==> config.mk <==
export PLATFORM = sky130hd
export DESIGN_NAME = wb_port_arbiter_flat
export DESIGN_NICKNAME = d
export VERILOG_FILES = /design/src/rtl/wb_port_arbiter_pkg.sv /design/src/rtl/wb_port_arbiter_if.sv /design/src/rtl/wb_load_fifo.sv /design/src/rtl/wb_port_arbiter.sv /design/src/flat_wrapper.sv
export SDC_FILE = /design/constraint.sdc
export NUM_CORES = 1
export LEC_CHECK = 0
export CAP_MARGIN = 20
export CORE_UTILIZATION = 54
export CTS_BUF_LIST = sky130_fd_sc_hd__clkbuf_16
export CTS_CLUSTER_SIZE = 28
export DETAILED_ROUTE_END_ITERATION = 16
export PLACE_DENSITY = 0.85
export SLEW_MARGIN = 20
export SYNTH_ARGS = -nofsm -noshare
export SYNTH_HDL_FRONTEND = slang
export SYNTH_SLANG_ARGS = --single-unit
export TNS_END_PERCENT = 50
==> constraint.sdc <==
create_clock -name clk -period 2.6 [get_ports clk]
set_input_delay 0.26 -clock clk [delete_from_list [all_inputs] [get_ports clk]]
set_output_delay 0.26 -clock clk [all_outputs]
set_load 0.02 [all_outputs]
==> src/rtl/wb_port_arbiter_pkg.sv <==
// Shared constants and helpers for the write-back port arbiter and the
// register file it feeds.
package wb_port_arbiter_pkg;

    localparam int          REG_ADDR_W = 5;
    localparam int          XLEN       = 32;
    localparam logic [4:0]  X0_IDX     = 5'd0;
    localparam logic [31:0] RESET_SP   = 32'h0000_8000;

    // Source that owns the register-file write slot in a given cycle.
    typedef enum logic [1:0] {
        WB_IDLE = 2'd0,
        WB_ALU  = 2'd1,
        WB_LQ   = 2'd2
    } wb_src_e;

    // One-hot register mask; x0 never gets a bit so it can never be pending.
    function automatic logic [31:0] reg_bit(input logic [REG_ADDR_W-1:0] r);
        logic [31:0] m;
        m = 32'd1 << r;
        m[X0_IDX] = 1'b0;
        return m;
    endfunction

endpackage

==> src/rtl/wb_port_arbiter_if.sv <==
// Result-stream handshakes into the write-back arbiter: the in-order ALU path
// and the load-return path from data memory.
interface wb_port_arbiter_if
    import wb_port_arbiter_pkg::*;
#(
    parameter int XLEN = 32
);
    logic                  alu_valid;
    logic [REG_ADDR_W-1:0] alu_rd;
    logic [XLEN-1:0]       alu_data;
    logic                  alu_ready;

    logic                  ld_valid;
    logic [REG_ADDR_W-1:0] ld_rd;
    logic [XLEN-1:0]       ld_data;
    logic                  ld_ready;

    modport master (
        output alu_valid, alu_rd, alu_data,
        input  alu_ready,
        output ld_valid, ld_rd, ld_data,
        input  ld_ready
    );

    modport slave (
        input  alu_valid, alu_rd, alu_data,
        output alu_ready,
        input  ld_valid, ld_rd, ld_data,
        output ld_ready
    );
endinterface

==> src/rtl/wb_load_fifo.sv <==
// Synchronous FIFO buffering returned load results until the write port is free.
// Storage is not reset; only pointers and occupancy are.
module wb_load_fifo #(
    parameter int WIDTH = 37,
    parameter int DEPTH = 4,
    parameter int AW    = 2
) (
    input  logic             clk,
    input  logic             reset,
    input  logic             push,
    input  logic [WIDTH-1:0] wdata,
    input  logic             pop,
    output logic [WIDTH-1:0] rdata,
    output logic [AW:0]      count,
    output logic             full,
    output logic             empty
);
    logic [WIDTH-1:0] mem [DEPTH];
    logic [AW-1:0]    rd_ptr;
    logic [AW-1:0]    wr_ptr;
    logic             do_push;
    logic             do_pop;

    assign full    = (count == (AW+1)'(DEPTH));
    assign empty   = (count == '0);
    assign do_push = push && !full;
    assign do_pop  = pop && !empty;
    assign rdata   = mem[rd_ptr];

    always_ff @(posedge clk) begin
        if (do_push) begin
            mem[wr_ptr] <= wdata;
        end
    end

    // Pointers are AW bits wide, so they wrap modulo DEPTH on their own.
    always_ff @(posedge clk) begin
        if (reset) begin
            rd_ptr <= '0;
            wr_ptr <= '0;
            count  <= '0;
        end else begin
            if (do_push) wr_ptr <= wr_ptr + 1'b1;
            if (do_pop)  rd_ptr <= rd_ptr + 1'b1;
            case ({do_push, do_pop})
                2'b10:   count <= count + 1'b1;
                2'b01:   count <= count - 1'b1;
                default: count <= count;
            endcase
        end
    end
endmodule

==> src/rtl/wb_port_arbiter.sv <==
// Owns the register-file write port: arbitrates ALU results against buffered
// load returns and tracks which registers still await a load.
module wb_port_arbiter
    import wb_port_arbiter_pkg::*;
#(
    parameter int XLEN     = 32,
    parameter int LQ_DEPTH = 4,
    parameter int LQ_AW    = 2
) (
    input  logic                  clk,
    input  logic                  reset,
    wb_port_arbiter_if.slave      bus,
    input  logic                  issue_en,
    input  logic [REG_ADDR_W-1:0] issue_rd,
    input  logic [REG_ADDR_W-1:0] pq_addr1,
    input  logic [REG_ADDR_W-1:0] pq_addr2,
    output logic                  pq_hit1,
    output logic                  pq_hit2,
    output logic                  rf_write_en,
    output logic [REG_ADDR_W-1:0] rf_write_addr,
    output logic [XLEN-1:0]       rf_write_value,
    output logic [LQ_AW:0]        lq_count
);
    localparam int LQ_W = REG_ADDR_W + XLEN;

    logic                  lq_push;
    logic                  lq_pop;
    logic                  lq_full;
    logic                  lq_empty;
    logic [LQ_W-1:0]       lq_head;
    logic [REG_ADDR_W-1:0] head_rd;
    logic [XLEN-1:0]       head_data;

    wb_src_e               src;
    logic [REG_ADDR_W-1:0] win_rd;
    logic [XLEN-1:0]       win_data;

    logic                  wr_en_p1;
    logic [REG_ADDR_W-1:0] wr_addr_p1;
    logic [XLEN-1:0]       wr_val_p1;

    logic [31:0]           pending;
    logic [31:0]           set_mask;
    logic [31:0]           clr_mask;

    // No pass-through when full: the head must drain before anything enters.
    assign lq_push      = bus.ld_valid && !lq_full;
    assign bus.ld_ready = !lq_full;
    assign head_rd      = lq_head[LQ_W-1 -: REG_ADDR_W];
    assign head_data    = lq_head[XLEN-1:0];

    wb_load_fifo #(
        .WIDTH (LQ_W),
        .DEPTH (LQ_DEPTH),
        .AW    (LQ_AW)
    ) u_lq (
        .clk   (clk),
        .reset (reset),
        .push  (lq_push),
        .wdata ({bus.ld_rd, bus.ld_data}),
        .pop   (lq_pop),
        .rdata (lq_head),
        .count (lq_count),
        .full  (lq_full),
        .empty (lq_empty)
    );

    // A full queue preempts the ALU so memory returns can never deadlock.
    always_comb begin
        src      = WB_IDLE;
        win_rd   = head_rd;
        win_data = head_data;
        if (lq_full) begin
            src = WB_LQ;
        end else if (bus.alu_valid) begin
            src      = WB_ALU;
            win_rd   = bus.alu_rd;
            win_data = bus.alu_data;
        end else if (!lq_empty) begin
            src = WB_LQ;
        end
    end

    assign lq_pop        = (src == WB_LQ);
    assign bus.alu_ready = (src == WB_ALU);

    // ---- stage p1: registered register-file write ----
    always_ff @(posedge clk) begin
        if (reset) begin
            wr_en_p1   <= 1'b0;
            wr_addr_p1 <= '0;
            wr_val_p1  <= '0;
        end else if (src != WB_IDLE) begin
            wr_en_p1   <= (win_rd != X0_IDX);
            wr_addr_p1 <= win_rd;
            wr_val_p1  <= win_data;
        end else begin
            wr_en_p1   <= 1'b0;
        end
    end

    assign rf_write_en    = wr_en_p1;
    assign rf_write_addr  = wr_addr_p1;
    assign rf_write_value = wr_val_p1;

    // Set is applied after clear so a re-issue in the pop cycle stays pending.
    assign set_mask = issue_en ? reg_bit(issue_rd) : '0;
    assign clr_mask = lq_pop   ? reg_bit(head_rd)  : '0;

    always_ff @(posedge clk) begin
        if (reset) begin
            pending <= '0;
        end else begin
            pending <= (pending & ~clr_mask) | set_mask;
        end
    end

    assign pq_hit1 = pending[pq_addr1];
    assign pq_hit2 = pending[pq_addr2];
endmodule
==> src/flat_wrapper.sv <==
// flat-port wrapper written by rule: the top's interface ports become plain ports
module wb_port_arbiter_flat import wb_port_arbiter_pkg::*;
#(
    parameter int XLEN     = 32,
    parameter int LQ_DEPTH = 4,
    parameter int LQ_AW    = 2
)
  (clk, reset, issue_en, issue_rd, pq_addr1, pq_addr2, pq_hit1, pq_hit2, rf_write_en, rf_write_addr, rf_write_value, lq_count, bus_alu_valid, bus_alu_rd, bus_alu_data, bus_alu_ready, bus_ld_valid, bus_ld_rd, bus_ld_data, bus_ld_ready);
  wb_port_arbiter_if #(.XLEN(XLEN)) bus_i ();
  input  logic clk;
  input  logic reset;
  input  logic issue_en;
  input  logic [REG_ADDR_W-1:0] issue_rd;
  input  logic [REG_ADDR_W-1:0] pq_addr1;
  input  logic [REG_ADDR_W-1:0] pq_addr2;
  output logic pq_hit1;
  output logic pq_hit2;
  output logic rf_write_en;
  output logic [REG_ADDR_W-1:0] rf_write_addr;
  output logic [XLEN-1:0] rf_write_value;
  output logic [LQ_AW:0] lq_count;
  input wire logic [$bits(bus_i.alu_valid)-1:0] bus_alu_valid;
  input wire logic [$bits(bus_i.alu_rd)-1:0] bus_alu_rd;
  input wire logic [$bits(bus_i.alu_data)-1:0] bus_alu_data;
  output wire logic [$bits(bus_i.alu_ready)-1:0] bus_alu_ready;
  input wire logic [$bits(bus_i.ld_valid)-1:0] bus_ld_valid;
  input wire logic [$bits(bus_i.ld_rd)-1:0] bus_ld_rd;
  input wire logic [$bits(bus_i.ld_data)-1:0] bus_ld_data;
  output wire logic [$bits(bus_i.ld_ready)-1:0] bus_ld_ready;
  assign bus_i.alu_valid = bus_alu_valid;
  assign bus_i.alu_rd = bus_alu_rd;
  assign bus_i.alu_data = bus_alu_data;
  assign bus_alu_ready = bus_i.alu_ready;
  assign bus_i.ld_valid = bus_ld_valid;
  assign bus_i.ld_rd = bus_ld_rd;
  assign bus_i.ld_data = bus_ld_data;
  assign bus_ld_ready = bus_i.ld_ready;
  wb_port_arbiter #(.XLEN(XLEN), .LQ_DEPTH(LQ_DEPTH), .LQ_AW(LQ_AW)) u_core (.clk(clk), .reset(reset), .bus(bus_i), .issue_en(issue_en), .issue_rd(issue_rd), .pq_addr1(pq_addr1), .pq_addr2(pq_addr2), .pq_hit1(pq_hit1), .pq_hit2(pq_hit2), .rf_write_en(rf_write_en), .rf_write_addr(rf_write_addr), .rf_write_value(rf_write_value), .lq_count(lq_count));
endmodule
# Word-level counts from Yosys, hierarchy flattened
# Memory sizes are Yosys's and may differ from the RTL's. A register that Yosys moved wholly into a read port is not among the register bits.
# Index checks and enable logic that the tools add are counted.
# classes
n_lt_le_gt_ge	2
shifts	2
mux	18
n_addsub	4
reduce_logical	10
n_eq_ne	5
bitwise	4
# ops
op	count
$mux 32	4
$shl 1x5->32 const A	2
$and 32x32->32	1
$not 32->32	1
$or 32x32->32	1
$lt 5x6->1 const B	2
$bmux 1 s5	2
$mux 2	5
$mux 5	2
$pmux 3 s2	1
$reduce_bool 5->1	1
$add 2x1->2 const B	2
$eq 2x1->1 const B	2
$eq 2x2->1 const B	2
$mux 1	4
$reduce_bool 2->1	2
$add 3x1->3 const B	1
$eq 3x3->1 const B	1
$logic_and 1x1->1	3
$logic_not 3->1	1
$sub 3x1->3 const B	1
$logic_not 1->1	2
$reduce_or 2->1	1
$not 1->1	1
# totals
reg_bits	77
word_cells	53
out_inout_bits	45
mem_count	1
input_bits	94
ramBits	148
# memory_table
memory	words	word_bits	read_ports	rd_clocked_by_memory_dff	wr	line	text
u_core.u_lq.mem	4	37	1	1	1	wb_load_fifo.sv:18	logic [WIDTH-1:0] mem [DEPTH];

# Logic depth before layout (Yosys ltp)
# Gate-level depths: netlist (run 1).
# depth
ltp_word	9
mapped_depth	9
ltp_nobuf	9

# Hierarchy
# A second synthesis (run 1) with hierarchy kept.
# hier_totals
hier_cells	655
hier_area_um2	9539.1
# modules_own_cells
mod	area_each_um2	cells_per_inst	n_inst	seq_area_each_um2
wb_load_fifo	5870.6	247	1	4624.4
wb_port_arbiter	3668.5	408	1	1381.3

# Worst setup path before layout (run 1)
# No wires, ideal clock.
# synth_timing
path_type	reg-to-reg
start	register u_core.u_lq.count[0]
end	register u_core.u_lq.count[2]
arrival_time_ns	2.430
period_less_slack_ns	2.501
slack_ns	0.099
n_path_buf	1
stages_incl_launch_ff	10
setup_time_ns	0.070
required_time_ns	2.530
path_cell_list	dfxtp_1 nor2_1 mux2i_1 clkbuf_1 ha_1 inv_1 fa_1 xor2_1 or3_1 a21oi_1
# synth_via
elab_chain_len	8
word_cells_on_any_way	17
cone_classes	add/sub: 2; eq/ne: 4; mux: 4; reduce/logical: 7
# synth_lines
item	line	text
start: declaration	wb_load_fifo.sv:14	output logic [AW:0] count,
start signal: assignment	wb_load_fifo.sv:46	2'b10: count <= count + 1'b1;
start signal: assignment	wb_load_fifo.sv:47	2'b01: count <= count - 1'b1;
start signal: assignment	wb_load_fifo.sv:48	default: count <= count;
$logic_not 3->1	wb_load_fifo.sv:25	assign empty = (count == '0);
$mux 2	wb_port_arbiter.sv:79	end else if (!lq_empty) begin
$mux 2	wb_port_arbiter.sv:75	end else if (bus.alu_valid) begin
$mux 2	wb_port_arbiter.sv:73	if (lq_full) begin
$eq 2x2->1	wb_port_arbiter.sv:84	assign lq_pop = (src == WB_LQ);
$logic_and 1x1->1 *	wb_load_fifo.sv:27	assign do_pop = pop && !empty;
named net u_core.u_lq.do_pop	wb_load_fifo.sv:22	logic do_pop;
$eq 2x1->1 or $eq 2x2->1 (tied branches)	wb_load_fifo.sv:45	case ({do_push, do_pop})
$pmux 3 s2 or $reduce_bool 2->1 (tied branches)	-	
# The timed path passes the listed nets; every way through them passes the cells marked *.
# A chain may end at the register's enable or synchronous reset.

# Worst setup path after layout (run 1)
# layout_timing
start	input pq_addr1[1]
end	output pq_hit1
# layout_via
elab_chain_len	2
# layout_lines
item	line	text
start: declaration	flat_wrapper.sv:14	input logic [REG_ADDR_W-1:0] pq_addr1;
$bmux 1 s5	wb_port_arbiter.sv:118	assign pq_hit1 = pending[pq_addr1];
$mux 1 (implied by the code)	wb_port_arbiter.sv:118	
end: declaration	flat_wrapper.sv:16	output logic pq_hit1;
# No other way between the ends. The select of a mux whose other input is x is not followed.

==> results of run 1 <==
[logic make-up after synthesis]
| family | after synthesis | synth area share |
|---|---|---|
| compound gates | 151 | 0.102 |
| xor+xnor | 5 | 0.00477 |
| fa+ha+maj | 6 | 0.00899 |
| buf+inv | 52 | 0.0246 |
| flops | 226 | 0.654 |
| mux | 60 | 0.123 |
| simple gates | 168 | 0.0831 |
[metrics by stage]
step / area [um^2] / std cells / hold WS, ns / worst slack [ns] / power [mW]
finish: 11600 / 1046 / 0.239 / 0.121 / 10.7
global route: 11600 / 1046 / 0.284 / 0.00225 / 11.2
CTS: 11600 / 1045 / 0.227 / 0.0750 / 10.8
detailed placement: 10900 / 1005 / 0.492 / -0.143 / 7.57
global placement: 10900 / 1005 / 0.479 / -0.0421 / 7.41
floorplan: 9190 / 668 / 0.359 / 0.0993 / 6.33
[layout make-up]
| type | count | area share |
|---|---|---|
| antenna | 1 | 0.000216 |
| clock buffer | 23 | 0.0496 |
| clock inverter | 17 | 0.0137 |
| inverter | 9 | 0.00291 |
| multi-input combinational | 390 | 0.258 |
| sequential | 226 | 0.518 |
| tap | 220 | 0.0237 |
| timing repair buffer | 160 | 0.134 |
[state kept, by name (all words and copies together) (netlist names), named ones only]
| register | count |
|---|---|
| u_core.u_lq.mem | 148 |
| u_core.rf_write_value | 32 |
| u_core.u_lq.rd_ptr | 2 |
| u_core.rf_write_en | 1 |
| u_core.rf_write_addr | 5 |
| u_core.u_lq.wr_ptr | 2 |
| u_core.pending | 31 |
| u_core.u_lq.count | 3 |
[metal layers]
layer  share of wire  GRT usage  vias up
met2            0.51      0.474      336
li1                -          -     2838
met5               0          0        -
met3           0.076     0.0406       60
met4           0.034      0.136        0
met1            0.38      0.340     3144
[worst paths after layout]
path / start / to / slack [ns] / depth (start not counted)
setup reg to reg: u_core.u_lq.count[0]$_SDFFE_PP0P_ / u_core.u_lq.count[2]$_SDFFE_PP0P_ / 0.35 / 8
setup / recovery: pq_addr1[1] / pq_hit1 / 0.12 / 8
hold reg to reg: u_core.rf_write_addr[1]$_SDFFE_PP0N_ / u_core.rf_write_addr[1]$_SDFFE_PP0N_ / 0.50 / 2
hold / removal: reset / u_core.rf_write_value[6]$_SDFFE_PP0N_ / 0.24 / 2
[cell usage in the layout (no fill, tap or decap), types with 21 or more instances in the layout]
cell	instances
nand2_1	65
buf_4	21
edfxtp_1	148
dfxtp_1	76
nor2_1	53
clkbuf_16	23
o21ai_0	33
mux4_2	41
clkdlybuf4s50_1	135
a211oi_1	28
a21oi_1	60
[worst reg2reg max path, stage by stage, from the launching register on]
cell	delay, ns
dfxtp_1	0.38
nor2_2	0.26
mux2i_4	0.28
ha_1	0.21
inv_1	0.06
fa_1	0.37
xor2_1	0.16
or3_1	0.31
a21oi_1	0.14
[synthesized netlist by cell type (all sizes together)]
master	number	share of area
a2111oi	2	0.0019
a211oi	28	0.023
a21oi	60	0.033
a221oi	2	0.0019
a222oi	11	0.012
a311oi	6	0.0057
a31oi	2	0.0014
and2	1	0.00068
and3	4	0.0027
buf	16	0.0098
clkbuf	27	0.011
dfxtp	78	0.17
edfxtp	148	0.48
fa	1	0.0022
ha	5	0.0068
inv	9	0.0037
mux2	10	0.012
mux2i	9	0.0098
mux4	41	0.10
nand2	66	0.027
nand2b	7	0.0048
nand3	4	0.0022
nand3b	5	0.0041
nand4	1	0.00068
nand4b	1	0.00095
nor2	54	0.022
nor2b	12	0.0082
nor3	5	0.0027
nor3b	2	0.0016
nor4	2	0.0014
nor4b	1	0.0016
o211ai	2	0.0016
o21ai	34	0.019
o221ai	2	0.0019
o311ai	2	0.0019
or2	1	0.00068
or3	1	0.00068
or4	1	0.00082
xnor2	2	0.0019
xor2	3	0.0029
[where the power goes]
group / internal, mW / switching, mW / leakage (nW)
Combinational: 1.26 / 1.65 / 1.53
Sequential: 4.36 / 0.274 / 2.00
Clock: 1.90 / 1.30 / 0.370
[timing repair]
| item | CTS | global route |
|---|---|---|
| gates resized for setup | 3 | 3 |
| setup endpoints to repair | 2 | 3 |
| pin swaps | 0 | 0 |
| gates cloned | 0 | 0 |
| setup buffers | 0 | 0 |
==> results by group, run 1 <==
STA
  • Max Clock Freq: between 400 and 500 MHz
  • Minimum clock period: 2.48 ns
  • Max Clock Skew: slightly below 0.01 ns
  • Relative max-transition margin: 0.540
  • Final Hold Viols: 0
  • Setup TNS: 0 ns
  • Pins over their slew limit: 0
  • Number of setup violations in the final report: 0
  • Period utilization: 0.954
  • RSZ-0062 raised after global routing: no
  • Slew @ Worst Pin: 0.688 ns

Power and ir drop
  • Worst VDD drop: about 740 uV
  • Leakage power: 3.90 nW
  • Power Density: 926 nW/um^2

Final layout
  • Layout fillers: 1077
  • Final core utilization: 0.699
  • Multi-input gate area: 2990 um^2
  • Layout cell share with drive strength beyond 1: 0.143
  • Sequential cell area: about 6000 um^2
  • Layout area overhead: 26.2%
  • Final net count: slightly above 900

Detailed routing
  • Routed WL per cell: roughly 23 um
  • First-pass iteration count of the detailed router: 6
  • Residual DRC: 0
  • Antenna-violating nets left: 0
  • Average via count per standard cell: about 6
  • Total number of vias: 6378
  • Detailed router's first-iteration violation count: 518
  • Final wirelength: roughly 24000 um

Floorplanning
  • Die width: ~130 um
  • Core area: ~17000 um^2
  • # rows: 47
  • Initial Util: 0.554
  • Total die area: roughly 18000 um^2
  • Num ports: 139
  • Die Height: between 100 and 150 um

Worst setup path
  • Crit-path cells: clkdlybuf4s50_1, buf_4, nor2b_1, a2111oi_1, a311oi_1, a31oi_1, o211ai_1, dlygate4sd2_1
  • Crit path kind: primary input to output port
  • CP max stage delay: around 0.57 ns
  • Crit end category: output port
  • Critical Path AT: 2.22 ns
  • Critical-path top delay cell: clkdlybuf4s50_1
  • CP top delay family: buffers and inverters
  • Worst path required time: 2.34 ns
  • Crit-path max FO: 11
  • Setup crit start kind: primary input
  • Bufs and invs on worst path: 3

Yosys
  • Syn Nets: around 770
  • Post-synthesis sequential area ratio: 0.654
  • Syn Area/Cell: roughly 14 um^2
  • Yosys warnings: 0
  • Post-Synthesis Cell Area: roughly 9200 um^2
  • Synth Instances: around 670
  • Synth Register Bits: around 230
  • Synth cell types: between 40 and 50

Clock network
  • TritonCTS clock tree: yes
  • Worst-skew pair later-pin latency: 0.50 ns
  • Post-CTS Hold Fix Bufs: 0
  • H-tree levels: 1
  • Clock sinks: roughly 230
  • Root Buffer Master: clkbuf_16
  • Total CTS buffers: 22
  • Bufs on Longest Clock Path: 3
  • Worst-path clk slew: ~0.06 ns

Global route
  • Gr usage total: 0.275
  • Overflow after GRT: 0
  • Pin count of the biggest net entering global routing: 53
  • Number of global-route vias before repair: roughly 6700
  • Antenna violations before repair: 1
  • Global-route wire length before repair: between 30000 and 40000 um

Place
  • Global placement routability congestion: 0.990
  • Post-DP HPWL: 15400 um
  • Port Buffers: ~140

Status
  • Status: finished, final reports clean

Worst hold path
  • Worst hold path type: primary input to register

Job
  • Max-cap viol count: 0
(Power assumes the default switching activity.)
==> run 2: changes to the inputs <==
Settings changed: CORE_MARGIN set to 3, CORE_UTILIZATION 54 to 56, PLACE_DENSITY 0.85 to 0.87.
Clock period 2.6 ns to 3 ns, I/O delays scaled along.
==> results by group, run 2 (synthesis gave the netlist of run 1 again) <==
Place
  • Global placement routability congestion: 0.999
  • Post-DP HPWL: 15600 um
  • Placed Cells: about 1000
  • Port Buffers: ~140

Final layout
  • Layout cell share with drive strength beyond 1: 0.138
  • Layout fillers: 992
  • Largest register FFs: between 100 and 150
  • Fin cells: approximately 1000
  • Biggest register: u_core.u_lq.mem
  • Commonest non-fill, non-tap cell in the layout: edfxtp_1
  • Most frequent cells in the layout: 148 x edfxtp_1, 135 x clkdlybuf4s50_1, 76 x dfxtp_1
  • Final net count: between 900 and 1000
  • Layout area overhead: 25.4%

Global route
  • Global-route wire length before repair: 38100 um
  • Antenna violations before repair: 1
  • Gr usage total: 0.272
  • Overflow after GRT: 0
  • Pin count of the biggest net entering global routing: 49
  • Number of global-route vias before repair: 6906

Floorplanning
  • Die Height: ~130 um
  • Num ports: 139
  • Die width: between 100 and 150 um
  • Core area: 15900 um^2
  • # rows: 46
  • Total die area: roughly 18000 um^2
  • Initial Util: 0.576

STA
  • Period utilization: 0.929
  • Max Clock Skew: 0.00901 ns
  • Slew @ Worst Pin: roughly 0.69 ns
  • Setup TNS: 0 ns
  • RSZ-0062 raised after global routing: no
  • Final Hold Viols: 0
  • Pins over their slew limit: 0
  • Max Clock Freq: about 360 MHz
  • Minimum clock period: ~2.8 ns
  • Number of setup violations in the final report: 0
  • Relative max-transition margin: 0.539

Power and ir drop
  • Sw Pwr: between 2 and 3 mW
  • Sw frac: 0.301
  • Leakage power: 3.88 nW
  • Combinational power share: 0.269
  • Int Pwr: between 6 and 7 mW
  • Worst VDD drop: between 600 and 700 uV
  • Clock network fraction of design power: 0.298
  • Sequential Power Share: 0.434
  • Power Density: approximately 800 nW/um^2

Clock network
  • H-tree levels: 1
  • Bufs on Longest Clock Path: 3
  • Worst-skew pair later-pin latency: approximately 0.5 ns
  • Post-CTS Hold Fix Bufs: 0
  • TritonCTS clock tree: yes
  • Clock sinks: between 200 and 250
  • Total CTS buffers: 22
  • Root Buffer Master: clkbuf_16
  • Worst-path clk slew: approximately 0.060 ns

Worst setup path
  • CP max stage delay: 0.56 ns
  • Crit path kind: primary input to output port
  • Crit end category: output port
  • Critical-path top delay cell: clkdlybuf4s50_1
  • Crit-path max FO: 14
  • Worst path required time: approximately 2.7 ns
  • Crit-path cells: clkdlybuf4s50_1, buf_4, nor2b_1, a2111oi_1, a311oi_1, a31oi_1, o211ai_1, clkdlybuf4s50_1
  • Setup crit start kind: primary input
  • Critical Path AT: 2.49 ns
  • Critical Path Most Common Cell: clkdlybuf4s50_1

Detailed routing
  • Average via count per standard cell: 6.30
  • Total number of vias: 6530
  • Final wirelength: roughly 24000 um
  • Residual DRC: 0
  • First-pass iteration count of the detailed router: 5
  • Antenna-violating nets left: 0
  • Detailed router's first-iteration violation count: around 550
  • Routed WL per cell: 23.3 um

Job
  • Max-cap viol count: 0

Status
  • Status: finished, final reports clean

Worst hold path
  • Worst hold path type: primary input to register
## run 2: cell types whose count changed in the layout (fill, tap and decap cells not counted), sizes merged
cell,before,now
buf,23,18
bufinv,3,2
clkbuf,23,24
clkinvlp,2,1
dlygate4sd2,2,0
dlymetal6s2s,0,2
## run 2: worst paths after layout
kind | depth (start not counted) | startpoint | to | slack (ns)
max | 8 | pq_addr2[1] | pq_hit2 | 0.21
min | 2 | reset | u_core.rf_write_value[4]$_SDFFE_PP0N_ | 0.12
max reg2reg | 9 | u_core.u_lq.count[0]$_SDFFE_PP0P_ | u_core.u_lq.count[2]$_SDFFE_PP0P_ | 0.59
min reg2reg | 2 | u_core.pending[18]$_SDFF_PP0_ | u_core.pending[18]$_SDFF_PP0_ | 0.51
## run 2: worst max-delay path: cells and delay by family
kind            cells  cell delay [ns]
compound gates      4             0.78
buf+inv             3             1.33
simple gates        1             0.07
## run 2: stage by stage
stage	hold WS, ns	area [um^2]	worst slack [ns]	total power [mW]	utilization
2_1_floorplan	0.399	9190	0.499	5.49	-
3_3_place_gp	0.479	10800	0.109	6.39	0.677
3_5_place_dp	0.486	10800	0.0906	6.51	0.677
5_1_grt	0.102	11500	0.0390	9.62	0.723
4_1_cts	0.106	11500	0.0798	9.29	0.722
6_report	0.116	11500	0.214	9.26	0.723
## run 2: power by group through the flow
stage          Clock (mW)  Combinational (mW)  Sequential, mW
2_1_floorplan           0                1.26            4.22
3_3_place_gp            0                2.36            4.03
5_1_grt              2.91                2.66            4.06
6_report             2.76                2.49            4.02
3_5_place_dp            0                2.44            4.07
4_1_cts              2.78                2.48            4.02
## run 2: area by class of cell
class                      instances  area (um^2)  area share
antenna                            1         2.50    0.000217
clock buffer                      24          601      0.0521
clock inverter                    15          129      0.0112
inverter                           9         33.8     0.00293
multi-input combinational        390         2970       0.258
sequential                       226         6010       0.521
tap                              216          270      0.0234
timing repair buffer             155         1510       0.131
## run 2: repair_timing
action                     4_1_cts  5_1_grt
buffers inserted                 0        0
resized for setup                0        3
setup endpoints to repair        0        2
## run 2: per-layer routing
layer / up-vias / track usage / routed length (um)
li1: 2833 / - / -
met4: 0 / 0.114 / 870
met2: 378 / 0.465 / 12300
met1: 3260 / 0.350 / 9080
met3: 59 / 0.0439 / 1850
met5: - / 0 / 0
==> run 3: changes to the inputs <==
Settings changed: DONT_BUFFER_PORTS set to 1, PLACE_DENSITY 0.87 to 0.76.
==> results by group, run 3 (synthesis gave the netlist of run 1 again) <==
Power and ir drop
  • Total Power: about 9 mW
  • Power Density: about 830 nW/um^2
  • Worst VDD drop: roughly 610 uV
  • Leakage power: 3.56 nW

Place
  • Port Buffers: 0
  • Global placement routability congestion: between 0.9 and 1
  • Post-DP HPWL: around 13000 um

Detailed routing
  • Final wirelength: roughly 21000 um
  • First-pass iteration count of the detailed router: 9
  • Residual DRC: 0
  • Total number of vias: slightly below 6000
  • Detailed router's first-iteration violation count: ~510
  • Average via count per standard cell: around 6.3
  • Antenna-violating nets left: 0
  • Routed WL per cell: around 22 um

STA
  • Period utilization: 0.864
  • RSZ-0062 raised after global routing: no
  • Max Clock Freq: 386 MHz
  • Final Hold Viols: 0
  • Minimum clock period: approximately 2.6 ns
  • Pins over their slew limit: 0
  • Max Clock Skew: approximately 0.0065 ns
  • Relative max-transition margin: 0.497
  • Slew @ Worst Pin: approximately 0.75 ns
  • Number of setup violations in the final report: 0
  • Setup TNS: 0 ns

Worst hold path
  • WHS Endpoint: u_core.rf_write_value[19]$_SDFFE_PP0N_
  • Hold path startpoint: bus_alu_data[19]
  • Worst hold path type: primary input to register
  • Min-Delay Path Depth: 2

Floorplanning
  • Total die area: 18000 um^2
  • Core area: roughly 16000 um^2
  • Die Height: ~130 um
  • Initial Util: 0.576
  • # rows: 46
  • Num ports: between 100 and 150
  • Die width: between 100 and 150 um

Clock network
  • TritonCTS clock tree: yes
  • Worst-skew pair later-pin latency: between 0.4 and 0.5 ns
  • H-tree levels: 1
  • Clock sinks: approximately 230
  • Post-CTS Hold Fix Bufs: roughly 50
  • CTS resizes: 0
  • Root Buffer Master: clkbuf_16
  • Setup Fix Bufs, Post-CTS: 0
  • Total CTS buffers: 23
  • Worst-path clk slew: roughly 0.06 ns
  • Bufs on Longest Clock Path: 3

Worst setup path
  • Critical-path top delay cell: dfxtp_1
  • Critical Path AT: approximately 2.3 ns
  • CP max stage delay: just over 0.4 ns
  • Setup crit start kind: register
  • Worst path required time: around 2.7 ns
  • Crit-path max FO: 31
  • R2r setup slk: 0.63 ns
  • R2R Path Start: u_core.u_lq.count[0]$_SDFFE_PP0P_
  • Crit path kind: register to output port
  • Reg2reg end: u_core.rf_write_value[6]$_SDFFE_PP0N_
  • CP top delay family: buffers and inverters
  • Crit-path cells: nor2_1, nand2_1, buf_4, nand2_2, clkinv_1, buf_12
  • Worst r2r path cells: 8
  • Crit end category: output port
  • Bufs and invs on worst path: 3

Global route
  • Number of global-route vias before repair: a little over 6000
  • Antenna violations before repair: 1
  • Pin count of the biggest net entering global routing: slightly below 80
  • Global-route wire length before repair: 33000 um
  • Gr usage total: 0.234
  • Overflow after GRT: 0

Final layout
  • Largest register FFs: between 100 and 150
  • Commonest non-fill, non-tap cell in the layout: edfxtp_1
  • Layout area overhead: 16.3%
  • Most frequent cells in the layout: 148 x edfxtp_1, 76 x dfxtp_1, 65 x nand2_1
  • Layout cell share with drive strength beyond 1: 0.149
  • Biggest register: u_core.u_lq.mem
  • Final net count: about 800

Status
  • Status: finished, final reports clean

Job
  • Max-cap viol count: 0
run 3: cell types whose count changed in the layout (fill, tap and decap cells not counted), moves of 2 or more:
cell             change
clkdlybuf4s50_1    -135
buf_4                -3
dlygate4sd3_1       +48
clkinv_4             -2
bufinv_16            +2
clkinv_1             +3
dlymetal6s2s_1       -2
run 3: where the power goes:
part	total, mW	switching, mW	internal, mW	leakage (nW)
sequential	4.28	0.498	3.78	2.00
clock	2.85	1.12	1.73	0.392
combinational	1.72	1.01	0.714	1.17
run 3: layer usage:
| layer | GRT usage | vias to the layer above | share of wire |
|---|---|---|---|
| met5 | 0 | - | 0 |
| met4 | 0.0860 | 0 | 0.029 |
| met3 | 0.0446 | 42 | 0.070 |
| met2 | 0.401 | 229 | 0.51 |
| met1 | 0.299 | 2998 | 0.39 |
| li1 | - | 2656 | - |
run 3: worst max-delay path by stage:
stage,cells past startpoint,from,slack [ns],end
floorplan,9,u_core.u_lq.count[0]$_SDFFE_PP0P_,0.50,u_core.u_lq.count[2]$_SDFFE_PP0P_
global placement,8,u_core.u_lq.count[0]$_SDFFE_PP0P_,0.72,u_core.u_lq.count[2]$_SDFFE_PP0P_
detailed placement,8,u_core.u_lq.count[0]$_SDFFE_PP0P_,0.65,u_core.u_lq.count[2]$_SDFFE_PP0P_
CTS,6,u_core.u_lq.count[0]$_SDFFE_PP0P_,0.41,bus_alu_ready
global route,6,u_core.u_lq.count[0]$_SDFFE_PP0P_,0.28,bus_alu_ready
finish,6,u_core.u_lq.count[0]$_SDFFE_PP0P_,0.41,bus_alu_ready
run 3: stage by stage:
step | hold slack, ns | util | cells | setup WS, ns | cell area (um^2)
detailed placement | 0.379 | 0.591 | 856 | 0.650 | 9420
global route | 0.0163 | 0.670 | 947 | 0.279 | 10700
floorplan | 0.399 | - | 668 | 0.499 | 9190
global placement | 0.380 | 0.591 | 856 | 0.717 | 9420
finish | 0.0215 | 0.670 | 948 | 0.409 | 10700
CTS | 0.00211 | 0.670 | 946 | 0.407 | 10700
run 3: cell type report:
class / instances / area, um^2
clock buffer: 23 / 576
tap: 216 / 270
sequential: 226 / 6010
fill: 1136 / 5260
clock inverter: 18 / 181
inverter: 9 / 33.8
multi-input combinational: 390 / 2980
timing repair buffer: 64 / 633
antenna: 2 / 5.00
